$ cat config.mk
export PLATFORM = sky130hd
export DESIGN_NAME = stepper_sequencer_flat
export DESIGN_NICKNAME = d
export VERILOG_FILES = /design/src/rtl/stepper_if.sv /design/src/rtl/stepper_sequencer.sv /design/src/flat_wrapper.sv
export SDC_FILE = /design/constraint.sdc
export NUM_CORES = 1
export LEC_CHECK = 0
export BUFFER_PORTS_ARGS = -buffer_cell sky130_fd_sc_hd__buf_2
export CORE_MARGIN = 5
export CORE_UTILIZATION = 60
export CTS_CLUSTER_SIZE = 30
export DETAILED_ROUTE_END_ITERATION = 8
export GPL_TIMING_DRIVEN = 0
export PLACE_DENSITY = 0.84
export REMOVE_ABC_BUFFERS = 1
export SYNTH_ARGS = -nofsm -noshare
export SYNTH_HDL_FRONTEND = slang
export SYNTH_SLANG_ARGS = --single-unit
$ cat constraint.sdc
create_clock -name clk -period 3.7 [get_ports clk]
set_clock_uncertainty 0.2 [all_clocks]
set_input_delay 0.185 -clock clk [delete_from_list [all_inputs] [get_ports clk]]
set_output_delay 0.185 -clock clk [all_outputs]
set_load 0.01 [all_outputs]
$ cat src/rtl/stepper_if.sv
// stepper_if: move-command handshake and delay_counter timing channel of the stepper sequencer
interface stepper_if #(parameter int STEPS_W = 16);
  logic               cmd_valid;
  logic               cmd_ready;
  logic [STEPS_W-1:0] cmd_steps;
  logic               cmd_dir;
  logic               cmd_half;
  logic [7:0]         cmd_delay;
  logic               dly_start;
  logic               dly_enable;
  logic [7:0]         dly_delay;
  logic               dly_done;
  modport master (
    output cmd_valid, cmd_steps, cmd_dir, cmd_half, cmd_delay, dly_done,
    input  cmd_ready, dly_start, dly_enable, dly_delay
  );
  modport slave (
    input  cmd_valid, cmd_steps, cmd_dir, cmd_half, cmd_delay, dly_done,
    output cmd_ready, dly_start, dly_enable, dly_delay
  );
endinterface

$ cat src/rtl/stepper_sequencer.sv
// stepper_sequencer: paces unipolar stepper moves through delay_counter with a linear start ramp
module stepper_sequencer #(
  parameter logic [7:0] RAMP_START = 8'd40,
  parameter int         STEPS_W    = 16
) (
  input  logic               clk,
  input  logic               reset_n,
  stepper_if.slave           bus,
  input  logic               pause,
  input  logic               abort,
  output logic [3:0]         coils,
  output logic               busy,
  output logic               move_done,
  output logic [STEPS_W-1:0] position
);
  typedef enum logic [2:0] {IDLE, LOAD, ARM, WAIT, STEP} state_t;
  localparam logic [3:0] PHASE [8] = '{4'b0001, 4'b0011, 4'b0010, 4'b0110,
                                       4'b0100, 4'b1100, 4'b1000, 4'b1001};
  state_t             state, state_n;
  logic [2:0]         idx, idx_n, step_inc;
  logic               energised, energised_n, dir, dir_n, half, half_n, move_done_n, dly_start_q;
  logic [STEPS_W-1:0] remaining, remaining_n, position_n;
  logic [7:0]         cur_delay, cur_delay_n, target, target_n, cmd_target;
  always_ff @(posedge clk) begin
    if (!reset_n) begin
      state       <= IDLE;
      idx         <= '0;
      energised   <= 1'b0;
      dir         <= 1'b0;
      half        <= 1'b0;
      remaining   <= '0;
      position    <= '0;
      cur_delay   <= '0;
      target      <= '0;
      move_done   <= 1'b0;
      dly_start_q <= 1'b0;
    end else begin
      state       <= state_n;
      idx         <= idx_n;
      energised   <= energised_n;
      dir         <= dir_n;
      half        <= half_n;
      remaining   <= remaining_n;
      position    <= position_n;
      cur_delay   <= cur_delay_n;
      target      <= target_n;
      move_done   <= move_done_n;
      dly_start_q <= state_n == LOAD;
    end
  end
  always_comb begin
    cmd_target  = bus.cmd_delay == 8'd0 ? 8'd1 : bus.cmd_delay;
    step_inc    = half ? 3'd1 : 3'd2;
    state_n     = state;
    idx_n       = idx;
    energised_n = energised;
    dir_n       = dir;
    half_n      = half;
    remaining_n = remaining;
    position_n  = position;
    cur_delay_n = cur_delay;
    target_n    = target;
    move_done_n = 1'b0;
    if (abort) begin
      state_n     = IDLE;
      energised_n = 1'b0;
      remaining_n = '0;
    end else begin
      case (state)
        IDLE: if (bus.cmd_valid) begin
          energised_n = 1'b1;
          remaining_n = bus.cmd_steps;
          dir_n       = bus.cmd_dir;
          half_n      = bus.cmd_half;
          target_n    = cmd_target;
          cur_delay_n = cmd_target > RAMP_START ? cmd_target : RAMP_START;
          // full-step moves run on the two-coil phases (odd indices)
          idx_n       = (!bus.cmd_half && !idx[0]) ? idx + 3'd1 : idx;
          move_done_n = bus.cmd_steps == '0;
          state_n     = bus.cmd_steps == '0 ? IDLE : LOAD;
        end
        LOAD: state_n = ARM;
        // the timer is reloading during ARM, so its done flag is not trusted yet
        ARM:  state_n = WAIT;
        WAIT: state_n = bus.dly_done ? STEP : WAIT;
        STEP: begin
          idx_n       = dir ? idx + step_inc : idx - step_inc;
          position_n  = dir ? position + 1'b1 : position - 1'b1;
          remaining_n = remaining - 1'b1;
          cur_delay_n = cur_delay > target ? cur_delay - 8'd1 : cur_delay;
          move_done_n = remaining == STEPS_W'(1);
          state_n     = remaining == STEPS_W'(1) ? IDLE : LOAD;
        end
        default: state_n = IDLE;
      endcase
    end
  end
  assign bus.cmd_ready  = state == IDLE;
  assign bus.dly_start  = dly_start_q;
  assign bus.dly_enable = ~pause;
  assign bus.dly_delay  = cur_delay;
  assign busy           = state != IDLE;
  assign coils          = energised ? PHASE[idx] : 4'b0000;
endmodule

$ cat src/flat_wrapper.sv
// flat-port wrapper written by rule: the top's interface ports become plain ports
module stepper_sequencer_flat 
#(
  parameter logic [7:0] RAMP_START = 8'd40,
  parameter int         STEPS_W    = 16
)
  (clk, reset_n, pause, abort, coils, busy, move_done, position, bus_cmd_valid, bus_cmd_steps, bus_cmd_dir, bus_cmd_half, bus_cmd_delay, bus_dly_done, bus_cmd_ready, bus_dly_start, bus_dly_enable, bus_dly_delay);
  stepper_if #(.STEPS_W(STEPS_W)) bus_i ();
  input  logic clk;
  input  logic reset_n;
  input  logic pause;
  input  logic abort;
  output logic [3:0] coils;
  output logic busy;
  output logic move_done;
  output logic [STEPS_W-1:0] position;
  input wire logic [$bits(bus_i.cmd_valid)-1:0] bus_cmd_valid;
  input wire logic [$bits(bus_i.cmd_steps)-1:0] bus_cmd_steps;
  input wire logic [$bits(bus_i.cmd_dir)-1:0] bus_cmd_dir;
  input wire logic [$bits(bus_i.cmd_half)-1:0] bus_cmd_half;
  input wire logic [$bits(bus_i.cmd_delay)-1:0] bus_cmd_delay;
  input wire logic [$bits(bus_i.dly_done)-1:0] bus_dly_done;
  output wire logic [$bits(bus_i.cmd_ready)-1:0] bus_cmd_ready;
  output wire logic [$bits(bus_i.dly_start)-1:0] bus_dly_start;
  output wire logic [$bits(bus_i.dly_enable)-1:0] bus_dly_enable;
  output wire logic [$bits(bus_i.dly_delay)-1:0] bus_dly_delay;
  assign bus_i.cmd_valid = bus_cmd_valid;
  assign bus_i.cmd_steps = bus_cmd_steps;
  assign bus_i.cmd_dir = bus_cmd_dir;
  assign bus_i.cmd_half = bus_cmd_half;
  assign bus_i.cmd_delay = bus_cmd_delay;
  assign bus_i.dly_done = bus_dly_done;
  assign bus_cmd_ready = bus_i.cmd_ready;
  assign bus_dly_start = bus_i.dly_start;
  assign bus_dly_enable = bus_i.dly_enable;
  assign bus_dly_delay = bus_i.dly_delay;
  stepper_sequencer #(.RAMP_START(RAMP_START), .STEPS_W(STEPS_W)) u_core (.clk(clk), .reset_n(reset_n), .bus(bus_i), .pause(pause), .abort(abort), .coils(coils), .busy(busy), .move_done(move_done), .position(position));
endmodule
=== After elaboration in Yosys (flattened, before gate mapping) ===
Memory sizes are Yosys's and may differ from the RTL's.
Index checks and enable logic that the tools add are counted.
W data, S select, Z words.

* Register bits after elaboration: 59
* Latch bits: 0
* Memory bits (writable): 0
* Memory bits (read-only): 32
* Bits of input ports: 32
* Output and inout bits: 33
* Logic and storage cells: 74
* Memories: 1

* Add/subtract/negate cells: 7
* $mul: 0
* Divide/modulo/power cells: 0
* $lt $le $gt $ge: 3
* Eq/ne operators: 9
* Shifts and indexed selects: 0
* Muxes and demuxes: 24
* Bitwise logic cells: 4
* Reductions and logical operators: 15

{| class="wikitable"
|+ Memories
! name !! depth !! width !! rd ports !! clocked after Yosys merged registers in !! wr ports !! RTL line !! RTL
|-
| (no name shown) || 8 || 4 || 1 || 0 || 0 || stepper_sequencer.sv:103 || <nowiki>assign coils = energised ? PHASE[idx] : 4'b0000;</nowiki>
|}

{| class="wikitable"
|+ Operators with widths
! kind !! count
|-
| $mux W16 || 2
|-
| $mux W8 || 4
|-
| $pmux W16 S2 || 1
|-
| $sub A16 B1 Y16 const B || 2
|-
| $mux W3 || 6
|-
| $add A16 B1 Y16 const B || 1
|-
| $eq A16 B1 Y1 const B || 1
|-
| $logic_not A16 Y1 || 1
|-
| $pmux W8 S2 || 1
|-
| $pmux W3 S5 || 1
|-
| $mux W4 || 3
|-
| $gt A8 B6 Y1 const B || 1
|-
| $gt A8 B8 Y1 || 1
|-
| $logic_not A8 Y1 || 1
|-
| $reduce_and A4 Y1 || 2
|-
| $sub A8 B1 Y8 const B || 1
|-
| $eq A3 B1 Y1 const B || 2
|-
| $eq A3 B2 Y1 const B || 2
|-
| $pmux W3 S2 || 1
|-
| $reduce_and A2 Y1 || 3
|-
| $ge A4 B4 Y1 const B || 1
|-
| $ne A2 B1 Y1 const B || 2
|-
| $not A3 Y4 || 1
|-
| $add A3 B1 Y3 const B || 1
|-
| other kinds (15) || 20
|}

=== Logic depth before layout (Yosys ltp) ===
Gate-level depths: netlist of the first run.

* Depth after elaboration: 6
* Mapped depth: 12
* Depth with buffers taken out: 9

=== Least setup slack after synthesis of the first run ===
No wires, ideal clock.

* Path type: register to register
* From: register u_core.dir
* To: register u_core.position[15]
* Library setup time: 0.072 ns
* Arrival: 2.110 ns
* Data required time: 3.428 ns
* Slack: 1.319 ns
* Stages on the path, launching flop included: 9
* Buffers on the path: 0
* Period minus slack after synthesis: 2.381 ns
* Path through: dfxtp_1 -> inv_1 -> ha_1 -> and2_1 -> nor4_1 -> a21oi_1 -> o21ai_1 -> mux2i_1 -> mux2i_1

* Word-level cells in the longest chain between the ends: 1

{| class="wikitable"
|+ RTL lines
! item !! RTL line !! RTL
|-
| start, declared || stepper_sequencer.sv:21 || <nowiki>logic energised, energised_n, dir, dir_n, half, half_n, move_done_n, dly_start_q;</nowiki>
|-
| start signal, assigned || stepper_sequencer.sv:41 || <nowiki>dir <= dir_n;</nowiki>
|-
| $mux W16 || stepper_sequencer.sv:88 || <nowiki>position_n = dir ? position + 1'b1 : position - 1'b1;</nowiki>
|-
| end signal, assigned || stepper_sequencer.sv:44 || <nowiki>position <= position_n;</nowiki>
|-
| end, declared || stepper_sequencer.sv:14 || <nowiki>output logic [STEPS_W-1:0] position</nowiki>
|}

Every way passes these cells.
A chain may end at the register's enable or synchronous reset.

=== Final worst setup path of the first run ===
* From: register u_core.state[2]
* To: register u_core.position[12]

* Word-level cells in the longest chain between the ends: 2

{| class="wikitable"
|+ RTL lines
! item !! RTL line !! RTL
|-
| start, declared || stepper_sequencer.sv:19 || <nowiki>state_t state, state_n;</nowiki>
|-
| start signal, assigned || stepper_sequencer.sv:38 || <nowiki>state <= state_n;</nowiki>
|-
| $eq A3 B3 Y1 || stepper_sequencer.sv:69 || <nowiki>case (state)</nowiki>
|-
| $reduce_and A2 Y1 (no source line) || n/a ||
|}

Every way passes these cells.

==> results of run 1 <==
[worst max-delay path: stages (launching register included)]
cell and delay (ns):
dfxtp_1 0.60, nor3b_2 1.09, nand2_1 0.63, or3_1 0.48, or3_1 0.31, nand4_1 0.08
[area by class of cell]
type / instances / area (um2) / share of cell area
Timing Repair Buffer: 84 / 520 / 0.113
Tap cell: 77 / 96.3 / 0.0209
Clock buffer: 13 / 169 / 0.0366
Multi-Input combinational cell: 383 / 2540 / 0.550
Inverter: 26 / 97.6 / 0.0212
Sequential cell: 59 / 1180 / 0.256
Clock inverter: 2 / 10.0 / 0.00217
[per-layer routing]
metal,global-route usage,vias up,routed length (um)
li1,-,1948,-
met2,0.424,190,5230
met4,0.121,0,240
met3,0.0397,28,752
met5,0,-,0
met1,0.310,1894,4410
[power breakdown]
| part | internal, W | switching (W) |
|---|---|---|
| Clock | 0.000292 | 0.000258 |
| Combinational | 0.000125 | 0.000174 |
| Sequential | 0.000656 | 0.0000282 |
[synth_stat cells (all sizes together), types with 3 or more instances]
library cell  number  area [um2]
nor2              41         179
nor3              11        60.1
a21o               9        67.6
o21a               3        22.5
o31ai              6        58.8
o22ai              3        18.8
o32ai              3        26.3
nand2             65         246
a21oi             47         243
nand2b             4        25.0
o21ai             29         145
inv               26        97.6
or2                3        21.3
clkbuf            12        95.1
nor4              11        90.1
nand4              6        43.8
and2               4        25.0
and3               3        20.0
xor2               4        35.0
ha                26         325
o211ai             9        72.6
nor4b              3        26.3
buf                7        56.3
mux2i              3        30.0
nand3             17        90.1
a211o              3        26.3
dfxtp             59        1180
a211oi            11        82.6
or3                8        50.1
o221ai             3        26.3
xnor2             10        87.6
a221oi             5        61.3
a31oi              5        31.3
[cell families (layout without fill, tap and decap cells)]
| family | Yosys count | in the layout |
|---|---|---|
| XOR/XNOR | 14 | 14 |
| multiplexers | 3 | 3 |
| buffers and inverters | 45 | 125 |
| flip-flops | 59 | 59 |
| AO/OA/AOI/OAI | 153 | 153 |
| AND/OR/NAND/NOR | 185 | 185 |
| adder cells (fa/ha/maj) | 28 | 28 |
[repair_timing]
action	CTS	global route
resized for setup	0	0
setup endpoints to repair	0	0
endpoints found under the hold margin	21	0
hold buffers	20	0
[through the flow]
step           setup WS [ns]  utilization  hold WS [ns]  cells
2_1_floorplan           1.12            -         0.121    468
3_3_place_gp           0.361        0.662         0.243    609
3_5_place_dp           0.327        0.662         0.248    609
4_1_cts                0.307        0.721       0.00165    644
5_1_grt               0.0584        0.722       0.00689    644
6_report               0.237        0.722        0.0107    644
[sequential cells by signal, summed over array words and instances, names as in the netlist]
register              count
u_core.remaining         16
u_core.dir                1
u_core.half               1
u_core.target             8
u_core.move_done          1
u_core.state              3
u_core.bus.dly_start      1
u_core.bus.dly_delay      8
u_core.position          16
u_core.idx                3
u_core.energised          1
[path summary, 6_finish.rpt]
path,slack [ns],from,endpoint
hold reg to reg,0.26,u_core.target[3],u_core.target[3]
setup / recovery,0.24,u_core.state[2],u_core.position[12]
setup reg to reg,0.24,u_core.state[2],u_core.position[12]
hold / removal,0.01,bus_cmd_steps[5],u_core.remaining[5]
==> impl_metrics.env, run 1 <==
export IMPL_fillers=513
export IMPL_powerDensity_nw_per_um2=333
export IMPL_synthAdderAreaFrac=0.0922
export IMPL_hold_violations=0
export IMPL_first_global_vias=3888
export IMPL_finalInstanceArea_um2=4610
export IMPL_drv_cap=0
export IMPL_synth_edf_count=0
export IMPL_track_usage=0.251
export IMPL_clock_sinks=59
export IMPL_path_clk_slew_ns=0.07
export IMPL_gp_congestion=0.932
export IMPL_ys_seq_area_frac=0.298
export IMPL_grt_pass1_wl_um=17500
export IMPL_final_cell_mix="nand2_1, buf_2, dfxtp_1"
export IMPL_reg2reg_depth=5
export IMPL_root_buffer="clkbuf_8"
export IMPL_cts_buffers=9
export IMPL_synthMuxAreaShare=0.00758
export IMPL_holdCritPathClass="primary input to flip-flop"
export IMPL_rows=29
export IMPL_netlist_area_um2=3960
export IMPL_tritoncts="built"
export IMPL_grt_overflow=0
export IMPL_drtPass1Iterations=6
export IMPL_syn_instance_count=487
export IMPL_synth_seq_cells=59
export IMPL_placed_area_um2=4230
export IMPL_io_buffers=64
export IMPL_htreeDepth=3
export IMPL_via_per_inst=6.30
export IMPL_setup_viol=0
export IMPL_ios=65
export IMPL_maxSlewHeadroom=0.147
export IMPL_arrival_ns=3.54
export IMPL_die_width_um=91.3
export IMPL_endpoint_kind="flip-flop"
export IMPL_clk_insertion_delay_late_ns=0.35
export IMPL_timing_final_max_slew_violations=0
export IMPL_worst_slew_pin_slew_ns=1.27
export IMPL_wire_per_inst_um=16.5
export IMPL_fin_crit_sh=0.936
export IMPL_diodes=0
export IMPL_drcViolationCount=0
export IMPL_syn_avg_cell_area_um2=8.14
export IMPL_antenna_found_initial=0
export IMPL_antenna_violating_nets_post_route=0
export IMPL_start_util=0.620
export IMPL_synth_async_reset_ratio=0
export IMPL_worstSetupPathType="flip-flop to flip-flop"
export IMPL_yosysWarnings=0
export IMPL_fin_nets=623
export IMPL_drive_gt1_frac=0.182
export IMPL_max_clock_freq_ghz=0.289
export IMPL_synthToLayoutAreaGrowth_pct=16.4
export IMPL_max_clock_path_buffers=2
export IMPL_core_area_um2=6390
export IMPL_yosysUniqueCellTypes=75
export IMPL_outcome="complete, no violations"
export IMPL_totalWireLength_um=10600
export IMPL_p_leak_nw=1.95
export IMPL_crit_path_start_kind="flip-flop"
export IMPL_synth_main_ff_cell="dfxtp_1"
export IMPL_tns_ns=0
export IMPL_synth_xor_area_frac=0.0309
export IMPL_rsz0062_at_grt="no"
export IMPL_synth_simple_gate_area_frac=0.245
export IMPL_grt_max_degree=35
export IMPL_ir_worst_vdd_mv=0.196
export IMPL_required_ns=3.78
export IMPL_num_vias=4060
export IMPL_fp_dieArea_um2=8330
export IMPL_synth_top_family_by_area="compound AO/OA/AOI/OAI gates"
export IMPL_cts_setup_buffers=0
export IMPL_path_max_fanout=20
export IMPL_synth_compound_area_frac=0.263
export IMPL_drtIter0Drc=371
export IMPL_layout_min_cycle_time_ns=3.46
export IMPL_power_w=0.00153
export IMPL_hold_depth=3
export IMPL_hpwl_um=7250
export IMPL_die_height_um=91.3
No activity file was read; power rests on OpenSTA's default activity.
==> run 2, diff against run 1 <==
--- a/config.mk
+++ b/config.mk
@@ -8,6 +8,7 @@
 export BUFFER_PORTS_ARGS = -buffer_cell sky130_fd_sc_hd__buf_2
 export CORE_MARGIN = 5
 export CORE_UTILIZATION = 60
+export CTS_BUF_LIST = sky130_fd_sc_hd__clkbuf_8
 export CTS_CLUSTER_SIZE = 30
 export DETAILED_ROUTE_END_ITERATION = 8
 export GPL_TIMING_DRIVEN = 0
==> run 2 against run 1 <==
Compared with the run above: combinational power about the same; clock power about the same; final cell count unchanged; critical path type unchanged.
==> impl_metrics.env, run 2 (synthesized netlist as in run 1, its figures left out) <==
export IMPL_outcome="complete, no violations"
export IMPL_multi_input_area_um2=2540
export IMPL_antenna_violating_nets_post_route=0
export IMPL_p_leak_nw=1.96
export IMPL_worstSetupPathType="flip-flop to flip-flop"
export IMPL_final_cell_mix="nand2_1, buf_2, dfxtp_1"
export IMPL_arrival_ns=3.55
export IMPL_worst_slew_pin_slew_ns=1.28
export IMPL_rsz0062_at_grt="no"
export IMPL_drtIter0Drc=371
export IMPL_hold_depth=3
export IMPL_ios=65
export IMPL_hold_path_end="u_core.remaining[5]"
export IMPL_max_clock_path_buffers=2
export IMPL_ir_worst_vdd_mv=0.196
export IMPL_totalWireLength_um=10600
export IMPL_wire_per_inst_um=16.5
export IMPL_layout_min_cycle_time_ns=3.47
export IMPL_start_util=0.620
export IMPL_powerDensity_nw_per_um2=332
export IMPL_num_vias=4046
export IMPL_core_area_um2=6390
export IMPL_layout_setup_ws_ns=0.231
export IMPL_track_usage=0.251
export IMPL_endpoint_kind="flip-flop"
export IMPL_root_buffer="clkbuf_8"
export IMPL_via_per_inst=6.28
export IMPL_rows=29
export IMPL_die_height_um=91.3
export IMPL_die_width_um=91.3
export IMPL_fin_nets=623
export IMPL_clock_sinks=59
export IMPL_htreeDepth=3
export IMPL_gp_congestion=0.932
export IMPL_grt_pass1_wl_um=17500
export IMPL_tns_ns=0
export IMPL_setup_viol=0
export IMPL_dp_slack_ns=0.327
export IMPL_hpwl_um=7250
export IMPL_grt_max_degree=35
export IMPL_maxSlewHeadroom=0.142
export IMPL_r2r_end="u_core.position[12]"
export IMPL_timing_final_max_slew_violations=0
export IMPL_fp_dieArea_um2=8330
export IMPL_reg2reg_depth=5
export IMPL_required_ns=3.78
export IMPL_clk_insertion_delay_late_ns=0.35
export IMPL_first_global_vias=3888
export IMPL_hold_violations=0
export IMPL_drtPass1Iterations=6
export IMPL_path_max_fanout=20
export IMPL_dp_cells=609
export IMPL_fillers=513
export IMPL_crit_path_start_kind="flip-flop"
export IMPL_min_from="bus_cmd_steps[5]"
export IMPL_antenna_found_initial=0
export IMPL_drcViolationCount=0
export IMPL_drive_gt1_frac=0.182
export IMPL_tritoncts="built"
export IMPL_drv_cap=0
export IMPL_fin_crit_sh=0.938
export IMPL_holdCritPathClass="primary input to flip-flop"
export IMPL_largestRegisters="u_core.position (16), u_core.remaining (16)"
export IMPL_instances_no_fill=644
export IMPL_cts_buffers=9
export IMPL_path_clk_slew_ns=0.07
export IMPL_max_clock_freq_ghz=0.288
export IMPL_finalInstanceArea_um2=4610
export IMPL_ff2ff_setup_slack_ns=0.23
export IMPL_grt_overflow=0
export IMPL_io_buffers=64
export IMPL_final_seq_area_um2=1180
export IMPL_placed_area_um2=4230
export IMPL_regToRegStartpoint="u_core.state[2]"
export IMPL_diodes=0
export IMPL_synthToLayoutAreaGrowth_pct=16.4
export IMPL_cts_setup_buffers=0
-- run 2: cell types whose count changed in the layout (fill, tap and decap cells not counted) --
cell / change
inv_1: +1
clkbuf_1: -1
-- run 2: how the worst max path moves through the flow --
stage               startpoint             endpoint  slack, ns
2_1_floorplan  u_core.state[2]  u_core.position[12]       1.12
3_3_place_gp   u_core.state[2]  u_core.position[12]       0.36
3_5_place_dp   u_core.state[2]  u_core.position[12]       0.33
4_1_cts        u_core.state[2]  u_core.position[12]       0.31
5_1_grt        u_core.state[2]  u_core.position[12]       0.06
6_report       u_core.state[2]  u_core.position[12]       0.23
-- run 2: stage by stage --
stage          total power [W]  hold WS, ns  utilization
5_1_grt                0.00160      0.00689        0.722
4_1_cts                0.00153      0.00165        0.721
3_5_place_dp          0.000972        0.248        0.662
3_3_place_gp          0.000962        0.243        0.662
2_1_floorplan         0.000887        0.121            -
6_report               0.00153       0.0103        0.722
-- run 2: what timing repair did --
item | in CTS | in global routing
hold buffers | 20 | 0
hold endpoints to repair | 21 | 0
resized for setup | 0 | 0
-- run 2: layout make-up --
| class | instances | share of cell area |
|---|---|---|
| Multi-Input combinational cell | 383 | 0.550 |
| Sequential cell | 59 | 0.256 |
| Timing Repair Buffer | 84 | 0.113 |
| Clock buffer | 12 | 0.0358 |
| Inverter | 26 | 0.0212 |
| Tap cell | 77 | 0.0209 |
| Clock inverter | 3 | 0.00298 |
-- run 2: worst max-delay path: stages, from the launching register on --
cell	delay [ns]
dfxtp_1	0.60
nor3b_2	1.10
nand2_1	0.64
or3_1	0.48
or3_1	0.31
nand4_1	0.08
-- run 2: per-layer routing --
| metal | share of wire | wire (um) | track usage | vias to the layer above |
|---|---|---|---|---|
| met4 | 0.022 | 232 | 0.121 | 0 |
| met5 | 0 | 0 | 0 | - |
| li1 | - | - | - | 1947 |
| met3 | 0.066 | 706 | 0.0397 | 26 |
| met1 | 0.42 | 4470 | 0.310 | 1897 |
| met2 | 0.49 | 5230 | 0.424 | 176 |
-- run 2: power breakdown --
group	internal (W)	switching, W	total (W)
Sequential	0.000656	0.0000282	0.000684
Clock	0.000290	0.000260	0.000550
Combinational	0.000125	0.000174	0.000299
==> run 3, diff against run 2 <==
==> constraint.sdc (replaced) <==
create_clock -name clk -period 3.7 [get_ports clk]
set_clock_uncertainty 0.2 [all_clocks]
set_input_delay 0.74 -clock clk [delete_from_list [all_inputs] [get_ports clk]]
set_output_delay 0.74 -clock clk [all_outputs]
set_load 0.01 [all_outputs]
==> run 3 against run 2 <==
Compared with the run above: core utilization down 3.1 points; non-clock buffer count is 20 lower; combinational power decreased by 6%; design area decreased by 4.3%; flip-flop and latch count did not move; hold slack gained 0.25 ns; final cell count fell by 3.1%; power shrank 1.4%; critical path depth unchanged; critical path type unchanged; highest routed layer unchanged.
==> impl_metrics.env, run 3 (synthesized netlist as in run 1, its figures left out) <==
export IMPL_fin_nets=603
export IMPL_ir_worst_vdd_mv=0.193
export IMPL_p_int_w=0.00106
export IMPL_required_ns=3.78
export IMPL_die_width_um=91.3
export IMPL_path_clk_slew_ns=0.07
export IMPL_via_per_inst=6.29
export IMPL_outcome="complete, no violations"
export IMPL_critPathMostFrequentCell="or3_1"
export IMPL_grt_max_degree=35
export IMPL_worstSetupPathType="flip-flop to flip-flop"
export IMPL_setup_viol=0
export IMPL_core_area_um2=6390
export IMPL_synthToLayoutAreaGrowth_pct=11.3
export IMPL_powerDensity_nw_per_um2=343
export IMPL_cts_buffers=9
export IMPL_track_usage=0.243
export IMPL_ios=65
export IMPL_first_global_vias=3766
export IMPL_hold_violations=0
export IMPL_tritoncts="built"
export IMPL_drtIter0Drc=344
export IMPL_tns_ns=0
export IMPL_start_util=0.620
export IMPL_cp_cell_sequence="nor3b_2 -> nand2_1 -> or3_1 -> or3_1 -> nand4_1"
export IMPL_grt_pass1_wl_um=17000
export IMPL_rows=29
export IMPL_rsz0062_at_grt="no"
export IMPL_fin_crit_sh=0.945
export IMPL_gp_congestion=0.932
export IMPL_timing_final_max_slew_violations=0
export IMPL_hpwl_um=7250
export IMPL_diodes=0
export IMPL_num_vias=3923
export IMPL_io_buffers=64
export IMPL_final_cell_mix="nand2_1, buf_2, dfxtp_1"
export IMPL_antenna_violating_nets_post_route=0
export IMPL_cts_setup_buffers=0
export IMPL_multi_input_area_um2=2540
export IMPL_sw_frac_of_total=0.301
export IMPL_critical_path_max_stage_delay_ns=1.11
export IMPL_crit_path_start_kind="flip-flop"
export IMPL_postCtsHoldBufs=0
export IMPL_clk_insertion_delay_late_ns=0.34
export IMPL_cts_repair_resize_count=0
export IMPL_grt_overflow=0
export IMPL_root_buffer="clkbuf_8"
export IMPL_drtPass1Iterations=5
export IMPL_drcViolationCount=0
export IMPL_crit_family="simple AND/OR/NAND/NOR gates"
export IMPL_drv_cap=0
export IMPL_switchingPower_w=0.000455
export IMPL_wire_per_inst_um=16.4
export IMPL_holdCritPathClass="flip-flop to flip-flop"
export IMPL_endpoint_kind="flip-flop"
export IMPL_arrival_ns=3.57
export IMPL_cp_slowest_cell="nor3b_2"
export IMPL_fillers=550
export IMPL_hold_slack_ns=0.258
export IMPL_maxSlewHeadroom=0.121
export IMPL_pwr_share_comb=0.186
export IMPL_fp_dieArea_um2=8330
export IMPL_layout_min_cycle_time_ns=3.50
export IMPL_p_leak_nw=1.87
export IMPL_clock_sinks=59
export IMPL_die_height_um=91.3
export IMPL_power_frac_clock=0.362
export IMPL_largestRegisters="u_core.position (16), u_core.remaining (16)"
export IMPL_worst_slew_pin_slew_ns=1.31
export IMPL_final_seq_area_um2=1180
export IMPL_max_clock_path_buffers=2
export IMPL_max_clock_freq_ghz=0.286
export IMPL_antenna_found_initial=0
export IMPL_p_seq_frac=0.453
export IMPL_path_max_fanout=20
export IMPL_crit_buf_inv=0
export IMPL_drive_gt1_frac=0.188
export IMPL_htreeDepth=3
export IMPL_totalWireLength_um=10200
==> run 3: area by class of cell <==
type	count	share of cell area
Clock buffer	12	0.0374
Clock inverter	3	0.00312
Inverter	26	0.0221
Multi-Input combinational cell	383	0.575
Sequential cell	59	0.268
Tap cell	77	0.0218
Timing Repair Buffer	64	0.0726
==> run 3: tightest hold or removal path, stage by stage (launching register included) <==
cell     delay, ns
dfxtp_1       0.31
nand2_1       0.05
a21oi_1       0.05
==> run 3: layer usage <==
layer  wire length [um]  GRT usage  part of all wire  vias to the layer above
met5                  0          0                 0                        -
met4                213      0.114             0.021                        0
met3                599     0.0331             0.059                       22
met2               5020      0.414              0.49                      146
met1               4400      0.303              0.43                     1854
li1                   -          -                 -                     1901
==> run 3: final timing paths <==
kind               startpoint                  end  slack (ns)  cells past startpoint
min          u_core.target[3]     u_core.target[3]        0.26                      2
min reg2reg  u_core.target[3]     u_core.target[3]        0.26                      2
max           u_core.state[2]  u_core.position[12]        0.20                      5
max reg2reg   u_core.state[2]  u_core.position[12]        0.20                      5
==> run 3: through the flow <==
stage	utilization	cell area, um2	cells	worst slack, ns	total power (W)
floorplan	-	3810	468	1.12	0.000887
global placement	0.662	4230	609	0.361	0.000962
detailed placement	0.662	4230	609	0.327	0.000972
CTS	0.690	4410	624	0.307	0.00151
global route	0.691	4410	624	0.0653	0.00158
finish	0.691	4410	624	0.205	0.00151
==> run 3: power groups by stage <==
stage          registers [W]  clock network (W)  logic, W
2_1_floorplan       0.000694                  0  0.000193
3_3_place_gp        0.000696                  0  0.000266
3_5_place_dp        0.000697                  0  0.000274
4_1_cts             0.000683           0.000552  0.000277
5_1_grt             0.000687           0.000586  0.000309
6_report            0.000684           0.000547  0.000280
